File: config.mk
export PLATFORM = sky130hd
export DESIGN_NAME = uart_tx_sched
export DESIGN_NICKNAME = d
export VERILOG_FILES = /design/src/rtl/uart_tx_sched.sv
export SDC_FILE = /design/constraint.sdc
export NUM_CORES = 1
export LEC_CHECK = 0
export BUFFER_PORTS_ARGS = -buffer_cell sky130_fd_sc_hd__buf_2
export CAP_MARGIN = 15
export CORE_ASPECT_RATIO = 1.2
export CORE_MARGIN = 3
export CORE_UTILIZATION = 25
export CTS_CLUSTER_SIZE = 14
export DETAILED_ROUTE_END_ITERATION = 16
export PLACE_DENSITY_LB_ADDON = 0.08
export SLEW_MARGIN = 0
export SYNTH_ARGS = -nofsm -noshare
export SYNTH_HDL_FRONTEND = slang
export SYNTH_SLANG_ARGS = --single-unit
File: constraint.sdc
create_clock -name clk -period 1.7 [get_ports clk]
set_input_delay 0.17 -clock clk [delete_from_list [all_inputs] [get_ports clk]]
set_output_delay 0.17 -clock clk [all_outputs]
set_load 0.01 [all_outputs]
File: src/rtl/uart_tx_sched.sv
// Round-robin scheduler sharing one reset-less uart_tx among N_REQ byte requesters.
// Latency: accept edge -> tx_start next cycle; tx_start pulses spaced >= FRAME_CYCLES+2 cycles.
// Backpressure: req_ready only in IDLE, one-hot; requesters hold valid/data until accepted.
module uart_tx_sched #(
    parameter int N_REQ        = 4,
    parameter int FRAME_CYCLES = 52100,
    parameter int CNT_W        = $clog2(FRAME_CYCLES + 1)
) (
    input  logic                       clk,
    input  logic                       rst,
    input  logic [N_REQ-1:0]           req_valid,
    input  logic [8*N_REQ-1:0]         req_data,
    output logic [N_REQ-1:0]           req_ready,
    output logic                       tx_start,
    output logic [7:0]                 tx_data,
    output logic [$clog2(N_REQ)-1:0]   grant_id,
    output logic                       busy
);

    localparam int GW = $clog2(N_REQ);
    localparam logic [CNT_W-1:0] CNT_LAST = CNT_W'(FRAME_CYCLES - 1);

    typedef enum logic [1:0] {
        FLUSH,
        IDLE,
        SEND,
        WAIT
    } state_t;

    state_t           state;
    logic [CNT_W-1:0] cnt;
    logic [GW-1:0]    rr_ptr;

    logic             found;
    logic [GW-1:0]    sel_idx;
    logic [N_REQ-1:0] sel_oh;

    // Search starts just after the last grant so that requester drops to lowest priority.
    always_comb begin
        found   = 1'b0;
        sel_idx = '0;
        sel_oh  = '0;
        for (int k = 1; k <= N_REQ; k++) begin
            if (!found && req_valid[(int'(rr_ptr) + k) % N_REQ]) begin
                found   = 1'b1;
                sel_idx = GW'((int'(rr_ptr) + k) % N_REQ);
            end
        end
        sel_oh[sel_idx] = found;
        req_ready = (state == IDLE) ? sel_oh : '0;
    end

    always_ff @(posedge clk or posedge rst) begin
        if (rst) begin
            state    <= FLUSH;
            cnt      <= '0;
            tx_start <= 1'b0;
            tx_data  <= 8'h00;
            grant_id <= '0;
            rr_ptr   <= GW'(N_REQ - 1);
            busy     <= 1'b1;
        end else begin
            case (state)
                // FLUSH covers a frame the transmitter may still be sending across our reset.
                FLUSH, WAIT: begin
                    if (cnt == CNT_LAST) begin
                        state <= IDLE;
                        cnt   <= '0;
                        busy  <= 1'b0;
                    end else begin
                        cnt <= cnt + 1'b1;
                    end
                end
                IDLE: begin
                    if (found) begin
                        tx_data  <= req_data[8*sel_idx +: 8];
                        grant_id <= sel_idx;
                        rr_ptr   <= sel_idx;
                        tx_start <= 1'b1;
                        busy     <= 1'b1;
                        state    <= SEND;
                    end
                end
                SEND: begin
                    tx_start <= 1'b0;
                    cnt      <= '0;
                    state    <= WAIT;
                end
                default: state <= FLUSH;
            endcase
        end
    end

endmodule

==> metrics <==
status=finished with violations; failing checks=setup timing; CTS buffer count=5; pwr/cell area=510 nW/um2; Area contributors post-synth=dfrtp_1 38%, a211oi_1 9.3%, mux2i_1 5.2%; full die area=8830 um2; Setup violations, final=31; Clock Path Buffers=2; starting density of the core=26.1%; PortBufs=53; Post-Syn Area=1930 um2; DRT Wirelength=5770 um; Tot Pwr=1.57 mW; Max-cap violations=0; total core area=7400 um2; top_reg_cell synth=dfrtp_1; CTS tree=done; antenna violations before repair=0; LEAKAGE=1.42 nW; Layout area overhead=59.5%; Layout Nets=356; GR Overflow Total=0; relative slew slack=64.7%; fin crit period=1.96 ns; ANT cells=0; most instantiated cells after synthesis=29 x dfrtp_1, 26 x nor2_1, 24 x a211oi_1; count of state elements after synthesis=32; Post-DP Area=2590 um2; CP max FO=9; clock root buffer=clkbuf_8; FP Rows=34; drt first-iter violations=43; cell with the most instances after synthesis=dfrtp_1; Synth cell types=43; DR DRC count=0; Synth Warn #=0; Num Clock Sinks=32; setup TNS=-4.74 ns; Critical Path AT=1.79 ns; GP Congestion=0.726; Final HPWL DP=4250 um; VDD IR max=0.274 mV; Reg clk slew, reported paths=0.07 ns; setup slack after layout=-0.265 ns; Hold Crit Class=input pin to flop; RSZ-0062 raised after global routing=yes; EDFF count, synth=0; Max Slew Vio Count=0; share of the synthesized area in the top cell type=37.5%; Synth Area per Inst=9.00 um2; endpoints failing hold=0; total vias in the final route=1901; Top Ports=54; dominant cell type by area after synthesis=dfrtp_1; DRT antenna net count=0; worst-margin pin slew=0.528 ns; Post-Syn Nets=257; Setup CP Type=flop to output pin; H-tree levels=2; all-layer global routing usage=13.5%; Die Height=102 um; Mapped Cells=215; WP data required=1.53 ns; CP Capture Type=output pin; max frequency=509 MHz; First-pass DRT Iterations=4; vias in the first global route=1913; global-route wire length before repair=9250 um; share of layout cells above drive strength 1=51.1%; crit share post-route=116%; drt via density=4.69; sequential fraction of the synthesis area=41.6%; Async SR Flop Fraction=100%; die width=86.3 um; largest net degree at the start of global routing=22; final instance area=3090 um2; Fin Clk Skew=0.00876 ns; wire length per cell=14.2 um; insertion delay to the later sink of the worst-skew pair=0.29 ns; Startpoint Class=flop
cells in the final DEF, fill, tap and decap left out, drive strengths merged, types with 2 or more instances in the layout:
cell      n
inv      19
xor2      3
nand3     7
nand2    17
nor2     28
o21ai     9
xnor2     7
nand4     3
a21o      3
o22ai     2
ha        4
nor4      3
clkbuf    8
a21oi     7
and2      2
o211ai    2
buf     100
nor2b     3
a211oi   24
nor3      4
dfrtp    29
and3      2
nand2b    2
mux2i    10
dfstp     3
or4       2
through the flow:
stage,instances,setup WS (ns),utilization (%),hold WS [ns]
after floorplan,215,-0.132,-,0.284
after global placement,384,-0.182,34.9,0.238
after detailed placement,384,-0.207,34.9,0.242
after CTS,401,-0.258,38.5,0.207
after global routing,405,-0.344,41.7,0.232
final,405,-0.265,41.7,0.218
final cells by class:
type,instances,area (um2)
Sequential cell,32,805
Fill cell,760,4320
Clock buffer,8,90.1
Timing Repair Buffer,101,718
Multi-Input combinational cell,155,1290
Inverter,19,71.3
Tap cell,90,113
critical path, stage by stage (launching register included):
cell	delay, ns
dfstp_2	0.55
mux2i_1	0.29
o22ai_4	0.16
a21o_4	0.26
nor2_1	0.11
buf_2	0.13
per-layer routing:
layer	up-vias	share of wire (%)	GRT usage, %
met5	-	0	0
met4	0	1.5	5.04
met3	6	4.3	2.58
met2	50	51	24.2
met1	891	43	16.1
li1	954	-	-
sequential cells by signal, indices dropped and copies added, names as in the netlist:
register,cells
busy,1
cnt,16
grant_id,2
rr_ptr,2
state,2
tx_data,8
tx_start,1
path summary, 6_finish.rpt:
kind	cells past startpoint	endpoint	start	slack, ns
max	5	req_ready[2]	rr_ptr[1]	-0.26
min	3	tx_data[3]	req_data[27]	0.22
max reg2reg	7	cnt[3]	cnt[0]	-0.24
min reg2reg	2	tx_start	tx_start	0.49
max in group asynchronous	4	tx_data[7]	rst	0.74
min in group asynchronous	3	cnt[5]	rst	0.46
power by group:
| group | total [mW] | internal [mW] | leakage (nW) | switching [mW] |
|---|---|---|---|---|
| clock | 0.623 | 0.330 | 0.0455 | 0.292 |
| sequential | 0.761 | 0.761 | 0.401 | 0 |
| combinational | 0.190 | 0.0901 | 0.975 | 0.0996 |
| total | 1.57 | 1.18 | 1.42 | 0.392 |
kinds of logic (layout without fill, tap and decap cells):
logic type               count (synthesis)  in the layout  share of synthesized area, %
AND/OR/NAND/NOR                         80             80                          21.7
multiplexers                            10             10                          5.17
buffers and inverters                   28            128                          5.95
adder cells (fa/ha/maj)                  4              4                          2.59
AO/OA/AOI/OAI                           51             51                          18.5
flip-flops                              32             32                          41.6
XOR/XNOR                                10             10                          4.53
timing repair:
item | CTS | global route
setup buffers | 9 | 11
endpoints found under the hold margin | 8 | 0
gates cloned | 1 | 0
gates resized for setup | 26 | 51
endpoints found under the setup margin | 31 | 31
pin swaps | 17 | 21
hold buffers | 1 | 0
Power figures use the tool's default switching activity.
